**src/rtl/iec_talker.sv**
```systemverilog
// iec_talker: IEC serial-bus talker. Sends one byte per request, LSB first,
// optionally under ATN, with EOI signalling and listener handshakes.
module iec_talker #(
    parameter int CLK_DIV = 32,    // clk32 cycles per 1 us tick
    parameter int BIT_US  = 60,    // CLK-low and CLK-high phase length
    parameter int EOI_US  = 200,   // listener's EOI detection threshold
    parameter int TMO_US  = 1000   // listener response timeout
) (
    input  logic       clk32,
    input  logic       reset_n,
    input  logic       tx_valid,
    input  logic [7:0] tx_data,
    input  logic       tx_atn,
    input  logic       tx_eoi,
    output logic       tx_ready,
    output logic       done,
    output logic       error,
    output logic       busy,
    input  logic       iec_clk_i,
    input  logic       iec_data_i,
    output logic       iec_clk_o,
    output logic       iec_data_o,
    output logic       iec_atn_o
);

    localparam int ATN_HOLD_US = 20;
    // The timer must reach the longest interval the bus can involve without
    // saturating; EOI_US is included so the EOI window always fits.
    localparam int T_MAX_A = (TMO_US > EOI_US) ? TMO_US : EOI_US;
    localparam int T_MAX_B = (BIT_US > ATN_HOLD_US) ? BIT_US : ATN_HOLD_US;
    localparam int T_MAX   = (T_MAX_A > T_MAX_B) ? T_MAX_A : T_MAX_B;
    localparam int TW      = $clog2(T_MAX + 2);
    localparam int PW      = (CLK_DIV > 1) ? $clog2(CLK_DIV) : 1;

    localparam logic [PW-1:0] PRESC_LAST = PW'(CLK_DIV - 1);
    localparam logic [TW-1:0] T_BIT      = TW'(BIT_US);
    localparam logic [TW-1:0] T_TMO      = TW'(TMO_US);
    localparam logic [TW-1:0] T_HOLD     = TW'(ATN_HOLD_US);
    localparam logic [TW-1:0] T_SAT      = {TW{1'b1}};

    typedef enum logic [3:0] {
        ST_IDLE,
        ST_ATN_START,
        ST_READY,
        ST_EOI_WAIT,
        ST_EOI_ACK,
        ST_BIT_LOW,
        ST_BIT_HIGH,
        ST_FRAME_ACK,
        ST_ATN_END
    } state_t;

    state_t          r_state, w_state_nxt;
    logic            r_clk_s1, r_clk_s2, r_data_s1, r_data_s2;
    logic [PW-1:0]   r_presc;
    logic [TW-1:0]   r_timer;
    logic [1:0]      r_settle;
    logic [2:0]      r_bit, w_bit_nxt, w_bit_inc;
    logic [7:0]      r_byte;
    logic            r_is_atn, r_eoi;
    logic            r_atn_exit, w_atn_exit_nxt;
    logic            r_clk_o, r_data_o, r_atn_o, r_done, r_err;
    logic            w_clk_nxt, w_data_nxt, w_atn_nxt, w_done_nxt, w_err_nxt;
    logic            w_tick, w_settled, w_state_chg, w_accept, w_atn_held, w_fail;
    logic            w_exp_bit, w_exp_tmo, w_exp_hold;

    // Bring the asynchronous bus levels into the clk32 domain.
    // NOTE: sequential state uses non-blocking (<=) so every flop samples
    // pre-edge values; blocking here would collapse the two stages into one.
    always_ff @(posedge clk32 or negedge reset_n) begin
        if (!reset_n) begin
            r_clk_s1  <= 1'b0;
            r_clk_s2  <= 1'b0;
            r_data_s1 <= 1'b0;
            r_data_s2 <= 1'b0;
        end else begin
            r_clk_s1  <= iec_clk_i;
            r_clk_s2  <= r_clk_s1;
            r_data_s1 <= iec_data_i;
            r_data_s2 <= r_data_s1;
        end
    end

    // Free-running prescaler: one-cycle us tick every CLK_DIV cycles.
    always_ff @(posedge clk32 or negedge reset_n) begin
        if (!reset_n) begin
            r_presc <= '0;
        end else if (r_presc == PRESC_LAST) begin
            r_presc <= '0;
        end else begin
            r_presc <= r_presc + 1'b1;
        end
    end

    assign w_tick = (r_presc == PRESC_LAST);

    // Per-state us timer and a short settle count, both restarted on every
    // state change. The settle count hides the synchronizer latency so our
    // own previous drive on DATA is never mistaken for a listener response.
    always_ff @(posedge clk32 or negedge reset_n) begin
        if (!reset_n) begin
            r_timer  <= '0;
            r_settle <= '0;
        end else if (w_state_chg) begin
            r_timer  <= '0;
            r_settle <= '0;
        end else begin
            if (w_tick && (r_timer != T_SAT)) r_timer <= r_timer + 1'b1;
            if (r_settle != 2'd2) r_settle <= r_settle + 1'b1;
        end
    end

    // Expiry on the (N+1)th tick after entry gives N..N+1 us regardless of
    // prescaler phase.
    assign w_exp_bit  = w_tick && (r_timer == T_BIT);
    assign w_exp_tmo  = w_tick && (r_timer == T_TMO);
    assign w_exp_hold = w_tick && (r_timer == T_HOLD);
    assign w_settled  = (r_settle == 2'd2);
    assign w_state_chg = (w_state_nxt != r_state);
    assign w_accept   = tx_valid && (r_state == ST_IDLE);
    // ATN is held exactly while we are pulling the ATN line.
    assign w_atn_held = ~r_atn_o;
    assign w_bit_inc  = r_bit + 3'd1;

    // Capture the request payload on acceptance.
    // NOTE: payload registers carry no reset; they are only read after being
    // loaded on an accepted request.
    always_ff @(posedge clk32) begin
        if (w_accept) begin
            r_byte   <= tx_data;
            r_is_atn <= tx_atn;
            r_eoi    <= tx_eoi;
        end
    end

    // FSM state and registered bus/strobe outputs.
    always_ff @(posedge clk32 or negedge reset_n) begin
        if (!reset_n) begin
            r_state    <= ST_IDLE;
            r_clk_o    <= 1'b1;
            r_data_o   <= 1'b1;
            r_atn_o    <= 1'b1;
            r_done     <= 1'b0;
            r_err      <= 1'b0;
            r_bit      <= 3'd0;
            r_atn_exit <= 1'b0;
        end else begin
            r_state    <= w_state_nxt;
            r_clk_o    <= w_clk_nxt;
            r_data_o   <= w_data_nxt;
            r_atn_o    <= w_atn_nxt;
            r_done     <= w_done_nxt;
            r_err      <= w_err_nxt;
            r_bit      <= w_bit_nxt;
            r_atn_exit <= w_atn_exit_nxt;
        end
    end

    // Next-state and next-output logic; outputs change on state entry.
    // NOTE: every signal gets a default first so no path leaves one
    // unassigned, which would otherwise infer a latch.
    always_comb begin
        w_state_nxt    = r_state;
        w_clk_nxt      = r_clk_o;
        w_data_nxt     = r_data_o;
        w_atn_nxt      = r_atn_o;
        w_done_nxt     = 1'b0;
        w_err_nxt      = 1'b0;
        w_bit_nxt      = r_bit;
        w_atn_exit_nxt = r_atn_exit;
        w_fail         = 1'b0;

        case (r_state)
            ST_IDLE: begin
                if (tx_valid) begin
                    if (tx_atn && !w_atn_held) begin
                        w_state_nxt = ST_ATN_START;
                        w_atn_nxt   = 1'b0;
                        w_clk_nxt   = 1'b0;
                        w_data_nxt  = 1'b1;
                    end else if (!tx_atn && w_atn_held) begin
                        // Leave ATN mode before the data byte, no done pulse.
                        w_state_nxt    = ST_ATN_END;
                        w_atn_nxt      = 1'b1;
                        w_atn_exit_nxt = 1'b1;
                    end else begin
                        w_state_nxt = ST_READY;
                        w_clk_nxt   = 1'b1;
                        w_data_nxt  = 1'b1;
                    end
                end
            end
            ST_ATN_START: begin
                // Listener edge is checked first so it wins over expiry.
                if (w_settled && !r_data_s2) begin
                    w_state_nxt = ST_READY;
                    w_clk_nxt   = 1'b1;
                    w_data_nxt  = 1'b1;
                end else if (w_exp_tmo) begin
                    w_fail = 1'b1;
                end
            end
            ST_READY: begin
                // Also require CLK really released: another device may hold it.
                if (w_settled && r_data_s2 && r_clk_s2) begin
                    if (!r_is_atn && r_eoi) begin
                        w_state_nxt = ST_EOI_WAIT;
                    end else begin
                        w_state_nxt = ST_BIT_LOW;
                        w_clk_nxt   = 1'b0;
                        w_data_nxt  = r_byte[0];
                        w_bit_nxt   = 3'd0;
                    end
                end
            end
            ST_EOI_WAIT: begin
                if (w_settled && !r_data_s2) begin
                    w_state_nxt = ST_EOI_ACK;
                end else if (w_exp_tmo) begin
                    w_fail = 1'b1;
                end
            end
            ST_EOI_ACK: begin
                if (w_settled && r_data_s2) begin
                    w_state_nxt = ST_BIT_LOW;
                    w_clk_nxt   = 1'b0;
                    w_data_nxt  = r_byte[0];
                    w_bit_nxt   = 3'd0;
                end
            end
            ST_BIT_LOW: begin
                if (w_exp_bit) begin
                    w_state_nxt = ST_BIT_HIGH;
                    w_clk_nxt   = 1'b1;
                end
            end
            ST_BIT_HIGH: begin
                if (w_exp_bit) begin
                    w_clk_nxt = 1'b0;
                    if (r_bit == 3'd7) begin
                        w_state_nxt = ST_FRAME_ACK;
                        w_data_nxt  = 1'b1;
                    end else begin
                        w_state_nxt = ST_BIT_LOW;
                        w_bit_nxt   = w_bit_inc;
                        w_data_nxt  = r_byte[w_bit_inc];
                    end
                end
            end
            ST_FRAME_ACK: begin
                if (w_settled && !r_data_s2) begin
                    if (r_is_atn && r_eoi) begin
                        w_state_nxt = ST_ATN_END;
                        w_atn_nxt   = 1'b1;
                    end else begin
                        // CLK stays pulled in IDLE to hold the bus.
                        w_state_nxt = ST_IDLE;
                        w_done_nxt  = 1'b1;
                    end
                end else if (w_exp_tmo) begin
                    w_fail = 1'b1;
                end
            end
            ST_ATN_END: begin
                if (w_exp_hold) begin
                    w_clk_nxt = 1'b1;
                    if (r_atn_exit) begin
                        w_state_nxt    = ST_READY;
                        w_data_nxt     = 1'b1;
                        w_atn_exit_nxt = 1'b0;
                    end else begin
                        w_state_nxt = ST_IDLE;
                        w_done_nxt  = 1'b1;
                    end
                end
            end
            default: begin
                w_state_nxt = ST_IDLE;
            end
        endcase

        // Any timeout: release every line, drop ATN mode, report once.
        if (w_fail) begin
            w_state_nxt    = ST_IDLE;
            w_clk_nxt      = 1'b1;
            w_data_nxt     = 1'b1;
            w_atn_nxt      = 1'b1;
            w_err_nxt      = 1'b1;
            w_done_nxt     = 1'b0;
            w_atn_exit_nxt = 1'b0;
        end
    end

    assign tx_ready   = (r_state == ST_IDLE);
    assign busy       = (r_state != ST_IDLE);
    assign done       = r_done;
    assign error      = r_err;
    assign iec_clk_o  = r_clk_o;
    assign iec_data_o = r_data_o;
    assign iec_atn_o  = r_atn_o;

endmodule

```
**config.mk**
```make
export PLATFORM = sky130hd
export DESIGN_NAME = iec_talker
export DESIGN_NICKNAME = d
export VERILOG_FILES = /design/src/rtl/iec_talker.sv
export SDC_FILE = /design/constraint.sdc
export NUM_CORES = 1
export LEC_CHECK = 0
export BUFFER_PORTS_ARGS = -buffer_cell sky130_fd_sc_hd__buf_2
export CORE_MARGIN = 5
export CORE_UTILIZATION = 59
export DETAILED_ROUTE_END_ITERATION = 10
export PLACE_DENSITY = 0.79
export SETUP_SLACK_MARGIN = 0.4
export SYNTH_ARGS = -nofsm -noshare
export SYNTH_HDL_FRONTEND = slang
export SYNTH_SLANG_ARGS = --single-unit
```
**constraint.sdc**
```tcl
create_clock -name clk32 -period 3.26 [get_ports clk32]
set_input_delay 0.652 -clock clk32 [delete_from_list [all_inputs] [get_ports clk32]]
set_output_delay 0.652 -clock clk32 [all_outputs]
set_load 0.01 [all_outputs]
```
; Word level (Yosys, flattened, before mapping)
; Cells that the tools add are included.
; W data, S select, Z words.
[word_totals]
reg_bits = 44
output_inout_bits = 7
in_bits = 15
wordCells = 166
[classes]
bitwise = 1
magnitude_cmp = 1
add_sub_neg = 4
n_reduce_logical = 30
n_eq_ne = 37
mux = 75
[ops]
columns = op, count
row1 = $mux W4, 13
row2 = $mux W1, 41
row3 = $pmux W4 S9, 1
row4 = $ne A3 B3 Y1 const B, 11
row5 = $mux W10, 2
row6 = $reduce_and A10 Y1, 2
row7 = $mux W3, 6
row8 = $eq A4 B3 Y1 const B, 4
row9 = $logic_and A1 B1 Y1, 12
row10 = $ne A2 B2 Y1 const B, 6
row11 = $add A10 B1 Y10 const B, 1
row12 = $eq A10 B10 Y1 const B, 1
row13 = $eq A10 B5 Y1 const B, 1
row14 = $eq A10 B6 Y1 const B, 1
row15 = $ne A10 B10 Y1 const B, 1
row16 = $reduce_and A5 Y1, 2
row17 = $pmux W3 S3, 1
row18 = $reduce_bool A3 Y1, 3
row19 = $eq A4 B2 Y1 const B, 2
row20 = $mux W2, 4
row21 = $reduce_bool A8 Y1, 1
row22 = $pmux W1 S7, 1
row23 = $reduce_bool A7 Y1, 1
row24 = $pmux W1 S2, 3
row25 = 24 further kinds, 27

; Logic depth before layout (Yosys ltp)
[logic_depth]
depth_word = 9
ltp_mapped = 12
depth_no_buf = 10

; Worst setup path before layout
; OpenSTA, ideal clock, no wires.
[synth_path]
path_kind = reg2reg
startpoint = register r_presc[0]
endpoint = register r_timer[1]
arrival_time_ps = 2198
stages_incl_launch_ff = 11
setup_slack_ps = 992
required_time_ps = 3190
synth_period_minus_slack_ps = 2268
path_buffers = 1
setup_time_ps = 70
cell_sequence = dfrtp_1 > ha_1 > and3_1 > ha_1 > and3b_1 > and3_1 > o32a_1 > a41oi_4 > o2111ai_2 > buf_6 > nor2_2
[synth_between]
elab_chain_cells = 8
elab_cells_between_ends = 16
cone_classes = 2 x eq/ne / 9 x mux / 5 x reduce/logical
[synth_lines]
columns = element, line_no
row1 = "start, declared", 55  ; logic [PW-1:0] r_presc;
row2 = "start signal, assigned", 91  ; r_presc <= r_presc + 1'b1;
row3 = $eq A5 B5 Y1 *, 95  ; assign w_tick = (r_presc == PRESC_LAST);
row4 = "parallel branches: the longest is 7 deep, another holds $mux W10", -
row5 = "end signal, assigned", 108  ; if (w_tick && (r_timer != T_SAT)) r_timer <= r_timer + 1'b1;
row6 = "end, declared", 56  ; logic [TW-1:0] r_timer;
; Mark *: on every way between the ends.
; A chain may end at the register's enable or synchronous reset.

; Worst setup path in the final report
[layout_path]
startpoint = register r_presc[0]
endpoint = register r_timer[6]
; Same word-level chain as after synthesis.

==> flow_summary_export.csv <==
group,metric,value,unit
status,status,"finished, final reports clean",
setup_path,critPathKind,"flip-flop to flip-flop",
sta,tightestPinTransition,0.744,ns
synth,synth_area,2610,µm²
synth,synth.distinct_cells,67,
sta,max_freq,0.386,GHz
sta,finalSetupViolations,0,
drt,num_vias,1985,
setup_path,crit_required,3.49,ns
sta,timing.hold.ws,0.354,ns
floorplan,initial_core_util,60.4,%
setup_path,critPathLaunch,"r_presc[0]$_DFF_PN0_",
global_routing,antenna_found_initial,0,
clock_tree,cts_max_level,2,
floorplan,row_count,24,
power,p_switching,0.775,mW
sta,hold_viol,0,
clock_tree,cts_buffers,5,
hold_path,hold_path_class,"flip-flop to flip-flop",
setup_path,crit_path_max_fanout,12,
drt,drc_errors,0,
layout,layout_common_cells,"dfrtp_1, nor2_1, buf_2",
clock_tree,cts_sinks,44,
global_routing,track_usage,18.2,%
drt,drt_wl_total,5.11,mm
power,internal-power,1.25,mW
global_routing,grt_pass1_vias,1899,
clock_tree,cts-root-buf,"clkbuf_8",
layout,design_area,2850,µm²
layout,mostFrequentLayoutCell,"dfrtp_1",
setup_path,setup.worst_path.end_class,"flip-flop",
synth,ys_seq_elements,44,
layout,final_cells,323,
drt,ant_nets,0,
synth,synth_ff_type,"dfrtp_1",
power,clkPwrFrac,19.7,%
power,max-vdd-ir-drop,0.420,mV
floorplan,die-area,5850,µm²
floorplan,core_area,4320,µm²
placement,dp_hpwl,3.75,mm
placement,post_dp_cell_area,2720,µm²
synth,ys_seq_area_share,44.2,%
hold_path,min-delay-start,"r_data_s1$_DFF_PN0_",
synth,yosysWarnings,0,
sta,final.setup.tns,0,ns
power,power.share.combinational,42.4,%
power,p_per_area,711,nW/µm²
layout,nets,295,
power,total_leakage_power,1.18,nW
drt,drtPass1Iterations,4,
flow_run,drv_cap,0,
drt,wire_per_inst,15.8,µm
placement,gp_congestion,0.931,
synth,synthCells,251,
sta,maxSlewViolCount,0,
power,p_seq_share,38.0,%
layout,layout-drive-gt1-share,22.1,%
sta,rsz0062_at_grt,"no",
layout,antenna_cells,0,
clock_tree,cts_max_path_buffers,2,
setup_path,startpoint_type,"flip-flop",
drt,viasPerCell,6.15,
drt,drtIter0Drc,169,
clock_tree,cts_tree,"done",
floorplan,die_w,76.5,µm
power,p_sw_share,38.2,%
synth,synth_edf_count,10,
placement,portBuffers,21,
clock_tree,hold_buffers,0,
synth,syn_area_per_cell,10.4,µm²
synth,syn_nets,276,
sta,slew_headroom,50.4,%
floorplan,io_pins,22,
clock_tree,insertion_delay,0.30,ns
power,total_power,2.03,mW
global_routing,grt.overflow.total,0,
global_routing,grt_pass1_wl,8.76,mm
setup_path,r2r-start,"r_presc[0]$_DFF_PN0_",
layout,nFillCells,361,
sta,clock_skew,0.00689,ns
global_routing,grt_max_degree,35,
sta,post-route-min-period,2.59,ns
sta,fin_crit_sh,79.6,%
layout,syn_to_final_growth,9.35,%
clock_tree,clk_pin_slew,0.08,ns
synth,async_flop_share,77.3,%
placement,dp_cells,314,
floorplan,die_y,76.5,µm
setup_path,crit_arrival,2.82,ns
worst paths after layout:
path	to	slack (ns)	cells after the start
max in group asynchronous	r_state[0]$_DFF_PN0_	2.36	1
min reg2reg	r_data_s2$_DFF_PN0_	0.35	0
min in group asynchronous	r_bit[1]$_DFFE_PN0P_	0.41	1
min	r_data_s2$_DFF_PN0_	0.35	0
max	r_timer[6]$_DFFE_PN0P_	0.67	11
max reg2reg	r_timer[6]$_DFFE_PN0P_	0.67	11
metal layers:
metal  up-vias  wire (µm)  global-route usage [%]
li1        958          -                       -
met1       942       2300                    25.6
met2        73       2350                    28.0
met3        12        363                    4.37
met4         0         91                    5.24
met5         -          0                       0
sequential cells by signal (all words and copies together), names as in the netlist, 2 cells and up:
name and flops:
r_byte 8, r_presc 5, r_settle 2, r_bit 3
r_state 4, r_timer 10
logic make-up (layout without fill, tap and decap cells):
family | after synthesis | in the layout | share of synthesized area, %
flops | 44 | 44 | 44.2
compound gates | 48 | 48 | 14.7
mux | 6 | 6 | 3.36
xor+xnor | 10 | 10 | 3.36
buf+inv | 20 | 40 | 3.88
fa+ha+maj | 11 | 11 | 5.18
simple gates | 112 | 112 | 25.3
Yosys cell counts, types with 3 or more instances:
| cell type | count | area (µm²) |
|---|---|---|
| dfrtp_1 | 31 | 776 |
| nand2b_1 | 6 | 37.5 |
| nor2_2 | 9 | 56.3 |
| xor2_1 | 7 | 61.3 |
| nand3_1 | 11 | 55.1 |
| edfxtp_1 | 10 | 300 |
| nor2b_1 | 5 | 31.3 |
| nand4_1 | 6 | 37.5 |
| buf_2 | 3 | 15.0 |
| nor3_1 | 3 | 15.0 |
| dfstp_2 | 3 | 78.8 |
| clkbuf_1 | 3 | 11.3 |
| inv_1 | 9 | 33.8 |
| o21ai_0 | 9 | 45.0 |
| nor2_1 | 21 | 78.8 |
| a31oi_1 | 4 | 25.0 |
| xnor2_1 | 3 | 26.3 |
| nand3b_1 | 3 | 22.5 |
| ha_1 | 10 | 125 |
| a21oi_1 | 9 | 45.0 |
| nand2_1 | 17 | 63.8 |
| and2_1 | 4 | 25.0 |
| or3_1 | 3 | 18.8 |
| and3_1 | 4 | 25.0 |
power groups by stage:
stage	Clock, mW	Combinational, mW	Sequential [mW]
after detailed placement	0	0.763	0.782
final	0.399	0.860	0.770
after CTS	0.408	0.793	0.770
after floorplan	0	0.706	0.700
after global routing	0.442	0.937	0.787
after global placement	0	0.754	0.780
layout make-up:
class	count	area, µm²	share of cell area, %
timing repair buffer	22	125	4.38
sequential	44	1150	40.5
clock buffer	5	68.8	2.41
tap	52	65.1	2.28
multi-input combinational	187	1370	47.8
inverter	10	37.5	1.32
clock inverter	3	37.5	1.32
through the flow:
stage                     util [%]  setup WS (ns)
after global routing          66.0          0.467
after CTS                     65.5          0.530
final                         66.0          0.666
after floorplan                  -          0.992
after detailed placement      62.8          0.333
after global placement        62.8          0.469
critical path, stage by stage (launching register included):
cell	delay, ns
dfrtp_1	0.40
ha_1	0.23
and3_1	0.19
ha_1	0.28
and2_1	0.19
nand2_1	0.07
or3_1	0.32
inv_2	0.13
o31ai_4	0.27
o2111ai_4	0.15
buf_12	0.18
nor2_1	0.11
repair_timing:
action | 4_1_cts | 5_1_grt
pin swaps | 0 | 1
cloned | 0 | 0
setup buffers | 0 | 1
resized for setup | 1 | 0
setup endpoints to repair | 10 | 10
Note: power is estimated with default switching activity, not from simulation.
